### config.mk
export PLATFORM = sky130hd
export DESIGN_NAME = pkt_tx_gen_flat
export DESIGN_NICKNAME = d
export VERILOG_FILES = /design/src/rtl/pkt_tx_gen_pkg.sv /design/src/rtl/pkt_tx_gen_if.sv /design/src/rtl/pkt_len_calc.sv /design/src/rtl/pkt_tx_gen.sv /design/src/flat_wrapper.sv
export SDC_FILE = /design/constraint.sdc
export NUM_CORES = 1
export LEC_CHECK = 0
export ABC_AREA = 1
export CAP_MARGIN = 10
export CORE_MARGIN = 1.5
export CORE_UTILIZATION = 55
export DETAILED_ROUTE_END_ITERATION = 8
export PLACE_DENSITY = 0.83
export SLEW_MARGIN = 5
export SYNTH_ARGS = -nofsm -noshare
export SYNTH_HDL_FRONTEND = slang
export SYNTH_SLANG_ARGS = --single-unit
### constraint.sdc
create_clock -name clk -period 3.25 [get_ports clk]
set_input_delay 0.975 -clock clk [delete_from_list [all_inputs] [get_ports clk]]
set_output_delay 0.975 -clock clk [all_outputs]
set_load 0.03 [all_outputs]
### src/rtl/pkt_tx_gen_pkg.sv
// Shared constants for the packet generator and its receive-side checker.
// Latency: n/a (definitions only).
// Backpressure: n/a.
// Contents: ctrl byte codes, module-header field positions, FSM state encoding.
package pkt_tx_gen_pkg;

  localparam logic [7:0] CTRL_MODULE_HDR = 8'hFF;
  localparam logic [7:0] CTRL_PAYLOAD    = 8'h00;

  // Module header word layout: {dst_port, word_len, src_port, byte_len}
  localparam int HDR_DST_LSB  = 48;
  localparam int HDR_WLEN_LSB = 32;
  localparam int HDR_SRC_LSB  = 16;
  localparam int HDR_BLEN_LSB = 0;

  localparam logic [2:0] ST_IDLE    = 3'd0;
  localparam logic [2:0] ST_HDR     = 3'd1;
  localparam logic [2:0] ST_PAYLOAD = 3'd2;
  localparam logic [2:0] ST_GAP     = 3'd3;
  localparam logic [2:0] ST_DONE    = 3'd4;

endpackage

### src/rtl/pkt_tx_gen_if.sv
// Word-stream bus between a packet source and a datapath input port.
// Latency: n/a (wires only).
// Backpressure: out_rdy from the sink gates every word the source issues.
// Ports: out_data/out_ctrl/out_wr from source (master), out_rdy from sink (slave).
interface pkt_tx_gen_if #(
  parameter int DATA_WIDTH = 64,
  parameter int CTRL_WIDTH = DATA_WIDTH / 8
);
  logic [DATA_WIDTH-1:0] out_data;
  logic [CTRL_WIDTH-1:0] out_ctrl;
  logic                  out_wr;
  logic                  out_rdy;

  modport master (output out_data, output out_ctrl, output out_wr, input out_rdy);
  modport slave  (input out_data, input out_ctrl, input out_wr, output out_rdy);
endinterface

### src/rtl/pkt_len_calc.sv
// Derives word count, last-word ctrl byte and last-word byte mask from a byte length.
// Latency: combinational.
// Backpressure: none.
// Ports: len_bytes in; word_len, last_ctrl (one-hot end marker), last_mask (valid bytes MSB-first) out.
module pkt_len_calc (
  input  logic [15:0] len_bytes,
  output logic [15:0] word_len,
  output logic [7:0]  last_ctrl,
  output logic [63:0] last_mask
);
  logic [2:0] rem;

  assign rem      = len_bytes[2:0];
  assign word_len = (len_bytes + 16'd7) >> 3;

  always_comb begin
    if (rem == 3'd0) begin
      last_ctrl = 8'h01;
      last_mask = {64{1'b1}};
    end else begin
      // ctrl bit marks the last valid byte; bytes fill from the MSB down
      last_ctrl = 8'h80 >> (rem - 3'd1);
      last_mask = ~({64{1'b1}} >> {rem, 3'b000});
    end
  end
endmodule

### src/rtl/pkt_tx_gen.sv
// Packet source: runs of module-header + incrementing-payload packets from latched config.
// Latency: header word 2 edges after the edge that samples start; then 1 word/cycle.
// Backpressure: a word issues only if out_rdy was high the cycle before; FSM holds otherwise.
// Ports: clk/reset, start/stop control, cfg_* run config, tx word bus, busy/done/cfg_err/sent_count status.
module pkt_tx_gen
  import pkt_tx_gen_pkg::*;
#(
  parameter int DATA_WIDTH    = 64,
  parameter int CTRL_WIDTH    = DATA_WIDTH / 8,
  parameter int MAX_LEN_BYTES = 2048
) (
  input  logic         clk,
  input  logic         reset,
  input  logic         start,
  input  logic         stop,
  input  logic [15:0]  cfg_pkt_count,
  input  logic [15:0]  cfg_len_bytes,
  input  logic [7:0]   cfg_ifg,
  input  logic [63:0]  cfg_seed,
  input  logic [15:0]  cfg_src_port,
  input  logic [15:0]  cfg_dst_port,
  pkt_tx_gen_if.master tx,
  output logic         busy,
  output logic         done,
  output logic         cfg_err,
  output logic [31:0]  sent_count
);
  logic [2:0]            state;
  logic [15:0]           pkt_count_q, len_q, src_q, dst_q;
  logic [7:0]            ifg_q;
  logic [63:0]           seed_q;
  logic [15:0]           run_cnt, word_k;
  logic [7:0]            gap_cnt;
  logic                  primed;
  logic [DATA_WIDTH-1:0] data_q;
  logic [CTRL_WIDTH-1:0] ctrl_q;
  logic                  wr_q;

  logic [15:0] word_len;
  logic [7:0]  last_ctrl;
  logic [63:0] last_mask;
  logic [63:0] hdr_word, pay_word;
  logic        len_bad, last_word, run_end;

  pkt_len_calc u_len_calc (
    .len_bytes (len_q),
    .word_len  (word_len),
    .last_ctrl (last_ctrl),
    .last_mask (last_mask)
  );

  assign len_bad   = (cfg_len_bytes == 16'd0) || (cfg_len_bytes > 16'(MAX_LEN_BYTES));
  assign last_word = (word_k == word_len - 16'd1);
  assign run_end   = ((run_cnt + 16'd1) == pkt_count_q) || stop;
  assign pay_word  = seed_q + {48'd0, word_k};

  always_comb begin
    hdr_word = '0;
    hdr_word[HDR_DST_LSB  +: 16] = dst_q;
    hdr_word[HDR_WLEN_LSB +: 16] = word_len;
    hdr_word[HDR_SRC_LSB  +: 16] = src_q;
    hdr_word[HDR_BLEN_LSB +: 16] = len_q;
  end

  assign tx.out_data = data_q;
  assign tx.out_ctrl = ctrl_q;
  assign tx.out_wr   = wr_q;

  always_ff @(posedge clk) begin
    if (reset) begin
      state       <= ST_IDLE;
      pkt_count_q <= '0;
      len_q       <= '0;
      src_q       <= '0;
      dst_q       <= '0;
      ifg_q       <= '0;
      seed_q      <= '0;
      run_cnt     <= '0;
      word_k      <= '0;
      gap_cnt     <= '0;
      primed      <= 1'b0;
      data_q      <= '0;
      ctrl_q      <= '0;
      wr_q        <= 1'b0;
      busy        <= 1'b0;
      done        <= 1'b0;
      cfg_err     <= 1'b0;
      sent_count  <= '0;
    end else begin
      wr_q <= 1'b0;
      done <= 1'b0;
      case (state)
        ST_IDLE: begin
          if (start) begin
            pkt_count_q <= cfg_pkt_count;
            len_q       <= cfg_len_bytes;
            src_q       <= cfg_src_port;
            dst_q       <= cfg_dst_port;
            ifg_q       <= cfg_ifg;
            seed_q      <= cfg_seed;
            run_cnt     <= '0;
            primed      <= 1'b0;
            if (len_bad) begin
              cfg_err <= 1'b1;
              state   <= ST_DONE;
            end else begin
              cfg_err <= 1'b0;
              if (cfg_pkt_count == 16'd0) begin
                state <= ST_DONE;
              end else begin
                busy  <= 1'b1;
                state <= ST_HDR;
              end
            end
          end
        end
        ST_HDR: begin
          // First header of a run waits one cycle so the length decode sees latched config
          primed <= 1'b1;
          if (primed && tx.out_rdy) begin
            wr_q   <= 1'b1;
            data_q <= hdr_word;
            ctrl_q <= CTRL_MODULE_HDR;
            word_k <= '0;
            state  <= ST_PAYLOAD;
          end
        end
        ST_PAYLOAD: begin
          if (tx.out_rdy) begin
            wr_q <= 1'b1;
            if (last_word) begin
              data_q     <= pay_word & last_mask;
              ctrl_q     <= last_ctrl;
              sent_count <= sent_count + 32'd1;
              run_cnt    <= run_cnt + 16'd1;
              if (run_end) begin
                state <= ST_DONE;
              end else if (ifg_q == 8'd0) begin
                state <= ST_HDR;
              end else begin
                gap_cnt <= ifg_q;
                state   <= ST_GAP;
              end
            end else begin
              data_q <= pay_word;
              ctrl_q <= CTRL_PAYLOAD;
              word_k <= word_k + 16'd1;
            end
          end
        end
        ST_GAP: begin
          // Gap length is counted in cycles, independent of out_rdy
          if (stop) begin
            state <= ST_DONE;
          end else if (gap_cnt == 8'd1) begin
            state <= ST_HDR;
          end else begin
            gap_cnt <= gap_cnt - 8'd1;
          end
        end
        ST_DONE: begin
          done  <= 1'b1;
          busy  <= 1'b0;
          state <= ST_IDLE;
        end
        default: state <= ST_IDLE;
      endcase
    end
  end
endmodule

### src/flat_wrapper.sv
// flat-port wrapper written by rule: the top's interface ports become plain ports
module pkt_tx_gen_flat import pkt_tx_gen_pkg::*;
#(
  parameter int DATA_WIDTH    = 64,
  parameter int CTRL_WIDTH    = DATA_WIDTH / 8,
  parameter int MAX_LEN_BYTES = 2048
)
  (clk, reset, start, stop, cfg_pkt_count, cfg_len_bytes, cfg_ifg, cfg_seed, cfg_src_port, cfg_dst_port, busy, done, cfg_err, sent_count, tx_out_data, tx_out_ctrl, tx_out_wr, tx_out_rdy);
  pkt_tx_gen_if #(.DATA_WIDTH(DATA_WIDTH), .CTRL_WIDTH(CTRL_WIDTH)) tx_i ();
  input  logic clk;
  input  logic reset;
  input  logic start;
  input  logic stop;
  input  logic [15:0] cfg_pkt_count;
  input  logic [15:0] cfg_len_bytes;
  input  logic [7:0] cfg_ifg;
  input  logic [63:0] cfg_seed;
  input  logic [15:0] cfg_src_port;
  input  logic [15:0] cfg_dst_port;
  output logic busy;
  output logic done;
  output logic cfg_err;
  output logic [31:0] sent_count;
  output wire logic [$bits(tx_i.out_data)-1:0] tx_out_data;
  output wire logic [$bits(tx_i.out_ctrl)-1:0] tx_out_ctrl;
  output wire logic [$bits(tx_i.out_wr)-1:0] tx_out_wr;
  input wire logic [$bits(tx_i.out_rdy)-1:0] tx_out_rdy;
  assign tx_out_data = tx_i.out_data;
  assign tx_out_ctrl = tx_i.out_ctrl;
  assign tx_out_wr = tx_i.out_wr;
  assign tx_i.out_rdy = tx_out_rdy;
  pkt_tx_gen #(.DATA_WIDTH(DATA_WIDTH), .CTRL_WIDTH(CTRL_WIDTH), .MAX_LEN_BYTES(MAX_LEN_BYTES)) u_core (.clk(clk), .reset(reset), .start(start), .stop(stop), .cfg_pkt_count(cfg_pkt_count), .cfg_len_bytes(cfg_len_bytes), .cfg_ifg(cfg_ifg), .cfg_seed(cfg_seed), .cfg_src_port(cfg_src_port), .cfg_dst_port(cfg_dst_port), .tx(tx_i), .busy(busy), .done(done), .cfg_err(cfg_err), .sent_count(sent_count));
endmodule
Yosys cells after proc, flatten, opt, wreduce, memory -nomap -nowiden
Cells that the tools add are included.

word-level totals
  input bits = 141
  output and inout bits = 108
  register bits = 288

cells by class
  bitwise operators = 2
  add/sub/neg operators = 8
  reductions and logical operators = 22
  mux-type cells = 47
  magnitude comparators = 1
  shift-type cells = 2
  equality and inequality tests = 19

operator list
  operator               number
  $mux 64                4
  $pmux 64 s2            1
  $mux 16                6
  $mux 8                 10
  $add 64x16->64         1
  $and 64x64->64         1
  $not 64->64            1
  $pmux 16 s2            2
  $shr 64x6->64 const A  1
  $add 16x1->16 const B  2
  $add 32x1->32 const B  1
  $eq 16x16->1           2
  $logic_not 16->1       2
  $pmux 8 s2             2
  $mux 3                 9
  $ne 2x2->1 const B     9
  $add 16x3->16 const B  1
  $gt 16x12->1 const B   1
  $sub 13x1->14 const B  1
  $pmux 3 s4             1
  $reduce_and 4->1       3
  $reduce_bool 2->1      5
  $eq 8x1->1 const B     1
  $logic_not 8->1        1
  other kinds (18)       33

Logic depth before layout (Yosys ltp)
  depth after elaboration = 7
  depth in mapped cells = 24
  depth with buffers taken out = 22

Modules after synthesis
From an unflattened synthesis, not the netlist that was laid out.

unflattened totals
  cell total of the unflattened synthesis = 2710
  area, all modules = 17553.1 um2

by module, submodules not included
  module        instances  area each (um2)  cells an instance
  pkt_tx_gen    1          16483.3          2529
  pkt_len_calc  1          1069.8           181

Least setup slack after synthesis
No wires, ideal clock.

  path type = register to register
  start = reg u_core.len_q[1]
  end = reg u_core.data_q[29] (netlist: u_core.tx.out_data[29])
  data arrival time = 2.572 ns
  data required time = 3.118 ns
  cell stages (with the launch flop) = 20
  path buffers = 1
  setup slack = 0.546 ns
  path through = dfxtp_1 > buf_6 > nor2_4 > nand2_4 > nand2_2 > nand2_2 > ha_1 > xnor2_1 > xor2_1 > or2_2 > nor2_1 > nand2_1 > nor2_1 > nand2_2 > nor2_8 > nand3_1 > nand2_1 > nand2_1 > nand2_1 > a21oi_1

on the way
  longest elaborated chain between the ends = 7
  elaborated cells on any way between the ends = 11

RTL lines
  item                                                                   RTL line           source
  start, declared                                                        pkt_tx_gen.sv:29   logic [15:0] pkt_count_q, len_q, src_q, dst_q;
  start signal, assigned                                                 pkt_tx_gen.sv:96   len_q <= cfg_len_bytes;
  parallel branches: the longest is 4 deep, another holds $add 16x3->16  n/a
  $mux 64 *                                                              pkt_tx_gen.sv:131  if (last_word) begin
  $mux 64 *                                                              pkt_tx_gen.sv:129  if (tx.out_rdy) begin
  $pmux 64 s2 *                                                          pkt_tx_gen.sv:92   case (state)
  end signal, assigned                                                   pkt_tx_gen.sv:122  data_q <= hdr_word;
  end signal, assigned                                                   pkt_tx_gen.sv:132  data_q <= pay_word & last_mask;
  end signal, assigned                                                   pkt_tx_gen.sv:145  data_q <= pay_word;
  end, declared                                                          pkt_tx_gen.sv:35   logic [DATA_WIDTH-1:0] data_q;

Every way passes the cells marked *. The select of a mux whose other input is x is not followed.
A chain may end at the register's enable or synchronous reset.

Worst setup path after layout
  start = reg u_core.len_q[0]
  end = reg u_core.sent_count[16]

on the way
  longest elaborated chain between the ends = 4

RTL lines
  item                        RTL line            source
  $add 16x3->16               pkt_len_calc.sv:14  assign word_len = (len_bytes + 16'd7) >> 3;
  $sub 13x1->14               pkt_tx_gen.sv:53    assign last_word = (word_k == word_len - 16'd1);
  $eq 16x16->1                pkt_tx_gen.sv:53
  $reduce_and 3->1 (no line)  n/a
  end signal, assigned        pkt_tx_gen.sv:134   sent_count <= sent_count + 32'd1;
  end, declared               pkt_tx_gen.sv:26    output logic [31:0] sent_count

No other way between the ends.

==> metrics <==
synthesized cell area=16,880 µm²; Root Driver=clkbuf_16; CP max FO=7; Starting DRT DRC Count=2,028; Synth Register Bits=288; DR vias=18,750; DP Cell Count=3,169; post-synth cell types=52; RD Place Congestion=0.9936; DP Area=19,990 µm²; router iterations before antenna repair=6; n_diodes=0; PD cells=681.5 nW/µm²; grt ovf=0; finished layout cell area=21,230 µm²; fin crit share=94.49%; worst relative slew slack=45.92%; post-synthesis cell count=2,577; slowest stage cell, crit path=dfxtp_4; Main synth FF type=dfxtp_1; Num Clock Sinks=288; Post-synth EDFFs=0; Remaining DRCs=0; Total GRT Usage=36.62%; Die Span X=178.2 µm; CP startpoint=u_core.len_q[0]$_SDFFE_PP0P_; Detailed Place HPWL=45,430 µm; final setup vio count=0; CP Cell Sequence=inv_2 -> nand2_4 -> nand2_2 -> nand2_1 -> nand2_1 -> ha_2 -> xor2_1 -> nand3_1 -> or2_4 -> nor2_1 -> nand2_1 -> nor2_1 -> nand2_2 -> nor2_8 -> nand3_4 -> nor2_2 -> nand3_1 -> a21oi_1; required time of the critical path=3.76 ns; TritonCTS clock tree=yes; worst skew pair latency=0.59 ns; Vias/cell=5.794; status=finished clean; Most common cell on crit path=nand2_1; initial cell density of the core=56.35%; largest net degree at the start of global routing=152; RSZ-0062 raised after global routing=yes; Slew Limit Fails=0; CTS max path bufs=3; post-route ant nets=0; cts hold-fix bufs=0; CP peak stage delay=0.38 ns; height of the die=178.2 µm; CTS clk-pin slew, worst paths=0.07 ns; Max-cap violations=0; # rows=63; Worst Max-Slew Pin Slew=0.8111 ns; Final TNS setup=0 ns; sequential area share after synthesis=34.16%; number of global-route vias before repair=17,140; hold_sp=u_core.dst_q[14]$_SDFFE_PP0P_; share of the synthesized area in the top cell type=34.16%; Mean Syn Cell Area=6.550 µm²; final std cells w/o fill=3,237; syn_nets=2,745; Clock Skew=0.01965 ns; Final Critical Period=3.071 ns; core box area=29,950 µm²; Bufs and invs on worst path=1; reg2reg start=u_core.len_q[0]$_SDFFE_PP0P_; final WL=60,280 µm; area grow syn2layout=25.79%; Fin. Hold Viols=0; htree depth=1; initial antenna violation count=0; number of nets in the layout=2,992; Leak=8.296 nW; first-pass GRT wire length=91,480 µm; num ports=249; WS Path Type=reg -> reg; ys async rst share=0%; Worst Hold Class=reg -> reg; yosys warns=0; smallest setup slack after layout=0.1790 ns; Avg WL per Cell=18.62 µm; top cells by area, synth=dfxtp_1 (34%), nand2_1 (15%), a21oi_1 (9.8%); WP data arrival=3.58 ns; CP delay by family, top=simple AND/OR/NAND/NOR gates; worst vdd ir=484.7 µV; area leader, netlist=dfxtp_1; worst reg2reg setup slack=0.18 ns; layout cells sized above 1=7.446%; total CTS buffers=31; # port buffers=248; most frequent cells in the layout=nand2_1 (666), a21oi_1 (331), dfxtp_1 (285); Setup crit start kind=flop; Max Fclk=325.6 MHz; die area=31,750 µm²; CP endpoint kind=flop; commonest non-fill, non-tap cell in the layout=nand2_1; Place WS=0.03356 ns
==> layout make-up <==
type	count	area, µm²
fill	2554	8721
sequential	288	5772
timing repair buffer	328	3251
tap	390	488.0
clock buffer	37	828.3
multi-input combinational	1896	9656
clock inverter	19	190.2
inverter	279	1049
==> tightest hold or removal path: cells and delay by family, from the launching register on <==
family	cells	cell delay, ns
flip-flops	1	0.30
AO/OA/AOI/OAI	1	0.05
buffers and inverters	1	0.06
==> report_power, final <==
| group | switching, mW | leakage [nW] | total (mW) | internal, mW |
|---|---|---|---|---|
| clock network | 1.57 | 0.488 | 3.56 | 2.00 |
| logic | 4.15 | 5.46 | 6.17 | 2.01 |
| registers | 0.530 | 2.35 | 4.74 | 4.21 |
==> cells in the mapped netlist (6+ instances only) <==
master,n
nor2_2,8
a31oi_1,8
o211ai_1,9
clkbuf_1,96
nor3_1,65
buf_6,6
inv_2,10
xnor2_1,14
inv_1,268
ha_1,26
nand2_1,668
o21ai_0,162
nand3_1,129
nand3_4,6
xor2_1,88
buf_2,7
dfxtp_1,288
nor2_4,9
nand2_2,11
nand4_1,88
nor4_1,28
a21oi_1,331
nor2_1,193
==> layer usage <==
metal  GRT usage (%)  share of wire [%]  vias up
met5               0                  0        -
met4           13.85                4.0        0
met3           3.538                6.9      148
met2           62.47                 48      877
met1           47.81                 42     8750
li1                -                  -     8979
==> path summary, 6_finish.rpt <==
| kind | endpoint | cells after the start |
|---|---|---|
| worst max-delay path | u_core.sent_count[16]$_SDFFE_PP0P_ | 18 |
| worst min-delay path | u_core.dst_q[14]$_SDFFE_PP0P_ | 2 |
| worst min register to register | u_core.dst_q[14]$_SDFFE_PP0P_ | 2 |
| worst max register to register | u_core.sent_count[16]$_SDFFE_PP0P_ | 18 |
==> cell families after synthesis <==
group                    after synthesis  share of synthesized area [%]
AND/OR/NAND/NOR                     1232                          32.70
AO/OA/AOI/OAI                        531                          16.23
buffers and inverters                394                          9.169
flip-flops                           288                          34.16
XOR/XNOR                             105                          5.693
adder cells (fa/ha/maj)               27                          2.046
==> stage by stage <==
step	util (%)	hold slack [ns]	power, mW
after floorplan	-	0.4297	8.639
after global placement	66.73	0.4406	10.46
after detailed placement	66.73	0.4457	10.55
after CTS	70.16	0.4551	14.09
after global routing	70.89	0.4830	15.18
final	70.89	0.4514	14.47
==> state kept, by name, indices dropped and copies added, names as in the netlist, 3 cells and up <==
register and count:
u_core.tx.out_ctrl 8, u_core.gap_cnt 8, u_core.word_k 16, u_core.state 3, u_core.pkt_count_q 16, u_core.seed_q 64
u_core.src_q 16, u_core.len_q 16, u_core.tx.out_data 64, u_core.run_cnt 16, u_core.dst_q 16, u_core.ifg_q 8
u_core.sent_count 32
==> what timing repair did <==
action | in CTS | in global routing
gates resized for setup | 0 | 21
cloned | 0 | 2
setup buffers | 1 | 9
pin swaps | 0 | 5
setup endpoints to repair | 1 | 117
(Power assumes the default switching activity.)
